**config.mk**
```make
export PLATFORM = sky130hd
export DESIGN_NAME = add_acc_n
export DESIGN_NICKNAME = d
export VERILOG_FILES = /design/src/rtl/add_acc_n.sv
export SDC_FILE = /design/constraint.sdc
export NUM_CORES = 1
export LEC_CHECK = 0
export ABC_AREA = 1
export CORE_MARGIN = 4
export CORE_UTILIZATION = 59
export DETAILED_ROUTE_END_ITERATION = 8
export HOLD_SLACK_MARGIN = 0.15
export PLACE_DENSITY = 0.91
export SETUP_SLACK_MARGIN = 0.2
export SLEW_MARGIN = 20
export SYNTH_ARGS = -nofsm -noshare
export SYNTH_HDL_FRONTEND = slang
export SYNTH_SLANG_ARGS = --single-unit
```
**constraint.sdc**
```tcl
create_clock -name clk -period 7.4 [get_ports clk]
set_clock_uncertainty 0.2 [all_clocks]
set_input_delay 2.22 -clock clk [delete_from_list [all_inputs] [get_ports clk]]
set_output_delay 2.22 -clock clk [all_outputs]
set_load 0.01 [all_outputs]
```
**src/rtl/add_acc_n.sv**
```systemverilog
// add_acc_n: joins NUM_IN operand channels, sums one operand from each channel
// and accumulates ACC_LEN such joined sets into a single result.
//
// Each channel has a one-deep operand register. A set "fires" when every
// channel register holds an operand. On a firing the sum of the set is folded
// into the accumulator. On the ACC_LEN-th firing the final value goes to the
// output register instead.
//
// Handshake semantics:
// - Input side: add__in_rdy[i] is a combinational accept strobe.
// - It may depend on add__in_vld[i].
// - A transfer happens in any cycle where both add__in_vld[i] and
//   add__in_rdy[i] are high.
// - Output side: the result transfers when add__out0_vld and add__out0_rdy are
//   both high.
// - add__out0 and add__out0_ovf stay stable while add__out0_vld is high and
//   add__out0_rdy is low.
//
// Optional feature macro: ADD_ACC_SAT_EN.
// - Defined: the final result saturates to the signed WIDTH range and
//   add__out0_ovf flags each clamp.
// - Undefined: the result wraps to its low WIDTH bits and add__out0_ovf is
//   always 0.
//
// Ports:
//   clk           sole clock, rising edge
//   rst           asynchronous active-low reset
//   add__in       NUM_IN operands, channel i at [i*WIDTH +: WIDTH]
//   add__in_vld   per-channel operand valid
//   add__in_rdy   per-channel operand accept strobe
//   add__out0     result
//   add__out0_vld result valid
//   add__out0_rdy result consumer ready
//   add__out0_ovf result was clamped (qualified by add__out0_vld)
module add_acc_n #(
  parameter int WIDTH   = 32,
  parameter int NUM_IN  = 4,
  parameter int ACC_LEN = 1
) (
  input  logic                     clk,
  input  logic                     rst,
  input  logic [NUM_IN*WIDTH-1:0]  add__in,
  input  logic [NUM_IN-1:0]        add__in_vld,
  output logic [NUM_IN-1:0]        add__in_rdy,
  output logic [WIDTH-1:0]         add__out0,
  output logic                     add__out0_vld,
  input  logic                     add__out0_rdy,
  output logic                     add__out0_ovf
);

  // The accumulator is wide enough to hold NUM_IN*ACC_LEN signed operands
  // without any intermediate loss.
  localparam int AW = WIDTH + $clog2(NUM_IN * ACC_LEN) + 1;
  localparam int CW = (ACC_LEN > 1) ? $clog2(ACC_LEN) : 1;
  localparam logic [CW-1:0] CNT_LAST = CW'(ACC_LEN - 1);

`ifdef ADD_ACC_SAT_EN
  localparam logic signed [AW-1:0] SAT_MAX = {{(AW-WIDTH+1){1'b0}}, {(WIDTH-1){1'b1}}};
  localparam logic signed [AW-1:0] SAT_MIN = {{(AW-WIDTH+1){1'b1}}, {(WIDTH-1){1'b0}}};
`endif

  logic [WIDTH-1:0]     op_q [NUM_IN];
  logic [WIDTH-1:0]     op_d [NUM_IN];
  logic [NUM_IN-1:0]    valid_q, valid_d;
  logic signed [AW-1:0] acc_q, acc_d;
  logic [CW-1:0]        cnt_q, cnt_d;
  logic [WIDTH-1:0]     out_q, out_d;
  logic                 out_valid_q, out_valid_d;
  logic                 ovf_q, ovf_d;

  logic [NUM_IN-1:0]    load_en;
  logic                 is_last, out_free, fire;
  logic signed [AW-1:0] sum, total;
  logic [WIDTH-1:0]     res;
  logic                 res_ovf;

  always_comb begin
    is_last  = (cnt_q == CNT_LAST);
    out_free = ~out_valid_q | add__out0_rdy;
    // Non-terminal firings only touch the accumulator, so they do not wait
    // for the output register to drain.
    fire     = (&valid_q) & (~is_last | out_free);

    sum = '0;
    for (int i = 0; i < NUM_IN; i++) begin
      sum = sum + {{(AW-WIDTH){op_q[i][WIDTH-1]}}, op_q[i]};
    end
    total = acc_q + sum;

`ifdef ADD_ACC_SAT_EN
    res     = total[WIDTH-1:0];
    res_ovf = 1'b0;
    if (total > SAT_MAX) begin
      res     = SAT_MAX[WIDTH-1:0];
      res_ovf = 1'b1;
    end else if (total < SAT_MIN) begin
      res     = SAT_MIN[WIDTH-1:0];
      res_ovf = 1'b1;
    end
`else
    res     = total[WIDTH-1:0];
    res_ovf = 1'b0;
`endif

    // A register may load when it is empty or is being consumed this cycle.
    // rst gates the strobe so nothing is accepted while reset is held.
    for (int i = 0; i < NUM_IN; i++) begin
      load_en[i] = add__in_vld[i] & (~valid_q[i] | fire) & rst;
      valid_d[i] = (~valid_q[i] | fire) ? add__in_vld[i] : valid_q[i];
      op_d[i]    = load_en[i] ? add__in[i*WIDTH +: WIDTH] : op_q[i];
    end

    acc_d       = acc_q;
    cnt_d       = cnt_q;
    out_d       = out_q;
    ovf_d       = ovf_q;
    out_valid_d = out_valid_q & ~add__out0_rdy;
    if (fire) begin
      if (!is_last) begin
        acc_d = total;
        cnt_d = cnt_q + 1'b1;
      end else begin
        // A terminal firing may coincide with a drain; the new result
        // replaces the old one, giving back-to-back results.
        out_d       = res;
        ovf_d       = res_ovf;
        out_valid_d = 1'b1;
        acc_d       = '0;
        cnt_d       = '0;
      end
    end
  end

  always_ff @(posedge clk or negedge rst) begin
    if (!rst) begin
      for (int i = 0; i < NUM_IN; i++) begin
        op_q[i] <= '0;
      end
      valid_q     <= '0;
      acc_q       <= '0;
      cnt_q       <= '0;
      out_q       <= '0;
      out_valid_q <= 1'b0;
      ovf_q       <= 1'b0;
    end else begin
      for (int i = 0; i < NUM_IN; i++) begin
        op_q[i] <= op_d[i];
      end
      valid_q     <= valid_d;
      acc_q       <= acc_d;
      cnt_q       <= cnt_d;
      out_q       <= out_d;
      out_valid_q <= out_valid_d;
      ovf_q       <= ovf_d;
    end
  end

  assign add__in_rdy   = load_en;
  assign add__out0     = out_q;
  assign add__out0_vld = out_valid_q;
  assign add__out0_ovf = ovf_q;

endmodule

```
# After elaboration in Yosys (flattened, before gate mapping)
# Index checks and enable logic that the tools add are counted.
dict set report op_classes {
  add_sub_neg 5
  n_mux 4
  bitwise_logic 23
  reduce_logical 2
}
# cell n
set ops {}
lappend ops {{$add A34 B32 Y35} 1}
lappend ops {{$add A35 B35 Y35} 1}
lappend ops {{$mux W35} 1}
lappend ops {{$add A33 B32 Y34} 1}
lappend ops {{$add A32 B32 Y33} 1}
lappend ops {{$and A1 B1 Y1} 10}
lappend ops {{$not A1 Y1} 7}
lappend ops {{$or A1 B1 Y1} 6}
lappend ops {{$reduce_and A4 Y1} 1}
lappend ops {{$mux W1} 3}
lappend ops {{$reduce_and A2 Y1} 1}
lappend ops {{$add A1 B1 Y1 const B} 1}
dict set report word_totals {
  reg_bits 201
  in_bits 135
  out_inout_bits 38
  word_cells 46
}

# Logic depth before layout (Yosys ltp)
dict set report logic_depth {
  word_depth 7
  mapped_depth 18
  depth_no_buf 18
}

# Least setup slack after synthesis
# No wires, ideal clock.
dict set report synth_path {
  path_kind {input to output}
  startpoint {input port add__out0_rdy}
  endpoint {output port add__in_rdy[1]}
  arrival_time_ns 3.064
  required_time_ns 4.980
  setup_slack_ns 1.916
  stages 8
  path_buffers 2
  cell_sequence {inv_1 > a21oi_2 > inv_2 > buf_6 > nand2_1 > nand3_2 > inv_2 > buf_4}
}
dict set report synth_via {
  elab_chain_cells 6
}
# item line
set synth_lines {}
lappend synth_lines {{start, declared} 47} ;# input logic add__out0_rdy,
lappend synth_lines {{$or A1 B1 Y1} 79} ;# out_free = ~out_valid_q | add__out0_rdy;
lappend synth_lines {{$or A1 B1 Y1} 82} ;# fire = (&valid_q) & (~is_last | out_free);
lappend synth_lines {{$and A1 B1 Y1} 82}
lappend synth_lines {{$or A1 B1 Y1} 108} ;# load_en[i] = add__in_vld[i] & (~valid_q[i] | fire) & rst;
lappend synth_lines {{$and A1 B1 Y1 (2 in a row)} 108}
lappend synth_lines {{end, declared} 44} ;# output logic [NUM_IN-1:0] add__in_rdy,
# No other way between the ends.

# Worst setup path after layout
# Ends and elaborated chain as after synthesis.

==> results.sh <==
export IMPL_finalSetupViolations=0
export IMPL_grt_max_degree=71
export IMPL_yosysTopAreaCellShare_pct=39.72
export IMPL_min_period_ns=6.309
export IMPL_viasPerCell=5.229
export IMPL_coreArea_mm2=0.01730
export IMPL_ant_nets=0
export IMPL_ioPinCount=173
export IMPL_detail_route_wirelength_um=28170
export IMPL_rsz0062_at_grt="false"
export IMPL_wl_per_cell_um=16.41
export IMPL_grt_pass1_vias=9467
export IMPL_clk_latency_ns=0.44
export IMPL_postPlaceCellArea_mm2=0.01227
export IMPL_clkSinkCount=165
export IMPL_synth_distinct_cells=27
export IMPL_diodes=0
export IMPL_gp_congestion=0.8807
export IMPL_dr_wl_met3_um=2061
export IMPL_slowest_stage="clkdlybuf4s50_1"
export IMPL_synth_area_leaders="dfrtp_1 40%, nand2_1 17%, fa_1 12%, inv_1 9.3%, ha_1 7.2%"
export IMPL_synth_adder_area_share_pct=19.16
export IMPL_synth_area_leader_cell="dfrtp_1"
export IMPL_netlist_area_mm2=0.01039
export IMPL_cts_buffer_depth=2
export IMPL_rows=48
export IMPL_vias=8973
export IMPL_io_buffers=171
export IMPL_dpl_hpwl_um=20740
export IMPL_antenna_found_initial=1
export IMPL_met1_length_um=11590
export IMPL_arrival_ns=3.89
export IMPL_synth_compound_area_share_pct=6.006
export IMPL_initial_utilization_pct=60.10
export IMPL_syn_inst=1311
export IMPL_cpPeakStageDelay_ns=0.56
export IMPL_drc=0
export IMPL_cts_resized=0
export IMPL_drive_gt1_share_pct=3.488
export IMPL_period_share_pct=85.25
export IMPL_startpoint_type="input port"
export IMPL_drtPass1Iterations=5
export IMPL_post_cts_buffers=0
export IMPL_routed_wl_met2_um=13620
export IMPL_seq_area_frac_synth_pct=39.72
export IMPL_crit_chain="clkdlybuf4s50_1 -> inv_1 -> a21oi_2 -> inv_2 -> nand2_1 -> nand3_2 -> inv_2 -> clkdlybuf4s50_1"
export IMPL_syn_area_per_cell_um2=7.929
export IMPL_timing_slew_headroom_pct=40.22
export IMPL_multiInputGateArea_mm2=0.005094
export IMPL_seq_area_mm2=0.004129
export IMPL_drt_iter0_drc=785
export IMPL_chipWidth_um=140.7
export IMPL_worst_slew_pin_transition_ns=0.8967
export IMPL_yosys_warnings=0
export IMPL_setup_worst_path_end_class="output pin"
export IMPL_grt_pass1_wl_um=46330
export IMPL_h_tree_depth=4
export IMPL_status="finished, final reports clean"
export IMPL_ys_ff_latch=165
export IMPL_slew_viol_final=0
export IMPL_die_h_um=140.7
export IMPL_hp_class="reg -> reg"
export IMPL_ctsRootBufferMaster="clkbuf_16"
export IMPL_cts_tree="yes"
export IMPL_gr_total_overflow=0
export IMPL_critical_path_class="in -> out"
export IMPL_grt_usage_pct=29.54
export IMPL_numCtsBuffers=17
export IMPL_ctsHoldBuffers=0
export IMPL_finalNetCount=1735
export IMPL_cap_violations=0
export IMPL_syn_num_nets=1568
export IMPL_fmax_ghz=0.1585
export IMPL_cp_max_fo=5
export IMPL_dr_max_layer_used="met5"
export IMPL_tns_ns=0
export IMPL_synth_top_family_by_area="simple AND/OR/NAND/NOR gates"
export IMPL_fillCellCount=1201
export IMPL_worstPathRequired_ns=4.98
export IMPL_hold_viol=0
export IMPL_synth_area_mux_share_pct=0
export IMPL_synth_simple_gate_area_share_pct=22.36
export IMPL_area_delta_synth_final_pct=24.19
export IMPL_die_area_mm2=0.01981
export IMPL_fin_area_mm2=0.01291
export IMPL_clk_pin_slew_worst_paths_ns=0.06
export IMPL_synth_xor_xnor_area_share_pct=1.432
final timing paths:
check | cells past startpoint | from | endpoint | slack, ns
max in group asynchronous | 2 | rst | op_q[113] | 4.24
max reg2reg | 18 | op_q[2] | add__out0[22] | 3.45
min | 2 | add__out0[19] | add__out0[19] | 0.28
min in group asynchronous | 1 | rst | op_q[48] | 1.49
min reg2reg | 2 | add__out0[19] | add__out0[19] | 0.28
max | 8 | add__out0_rdy | add__in_rdy[1] | 1.09
cell usage after synthesis:
library cell and instances:
o21ai_1 53, clkbuf_1 9, nand3_1 39, fa_1 62, inv_2 4, buf_6 1
buf_4 12, nand4_1 5, nor2_1 43, xnor2_1 12, or2_2 3, buf_2 10
nand3_2 3, ha_1 60, a21oi_2 1, o21ai_0 49, inv_1 258, conb_1 1
nand2_1 484, nor3_1 3, nand3b_1 5, clkinv_1 1, o21bai_1 2, xor2_1 5
a21oi_1 18, dfrtp_1 165, and2_1 3
layout by cell type, fill, tap and decap left out, drive strengths merged, types with 12 or more instances in the layout:
cell type / netlist / routed
xnor2: 12 / 12
nor2: 43 / 43
nand3: 42 / 42
a21oi: 19 / 19
clkbuf: 9 / 19
o21ai: 102 / 102
fa: 62 / 62
dfrtp: 165 / 165
clkdlybuf4s50: 0 / 170
inv: 262 / 266
ha: 60 / 60
nand2: 484 / 484
worst max-delay path, delay by kind of cell:
kind | cells | cell delay, ns
simple gates | 2 | 0.20
buf+inv | 5 | 1.30
compound gates | 1 | 0.16
area by class of cell:
cell class | instances | area share (%)
tap | 225 | 2.181
inverter | 263 | 7.647
sequential | 165 | 31.98
multi-input combinational | 851 | 39.46
clock inverter | 13 | 1.512
timing repair buffer | 180 | 13.79
clock buffer | 19 | 3.431
per-layer routing:
layer,vias up,track usage [%]
li1,4259,-
met2,364,49.34
met3,78,6.377
met1,4270,38.06
met4,2,11.22
met5,-,0
registers in the layout, summed over array words and instances (netlist names):
| register | cells |
|---|---|
| op_q | 128 |
| valid_q | 4 |
| add__out0_vld | 1 |
| add__out0 | 32 |
kinds of logic (layout without fill, tap and decap cells):
kind of cell | count (synthesis) | in the layout
buffers and inverters | 295 | 475
other | 1 | 1
AOI/OAI and AO/OA | 123 | 123
xor gates and xnor gates | 17 | 17
adders and majority gates | 122 | 122
and+or+nand+nor | 588 | 588
DFF | 165 | 165
through the flow:
stage	instances	setup slack [ns]	utilization, %	hold WS, ns
2_1_floorplan	1311	1.916	-	0.2553
3_3_place_gp	1684	1.098	70.95	0.2620
3_5_place_dp	1684	1.082	70.95	0.2670
4_1_cts	1716	1.085	74.64	0.2834
5_1_grt	1716	0.9452	74.64	0.3121
6_report	1716	1.091	74.64	0.2799
Power is not shown: default switching activity piles up to over one toggle a cycle in this logic, so the estimate is an artifact.
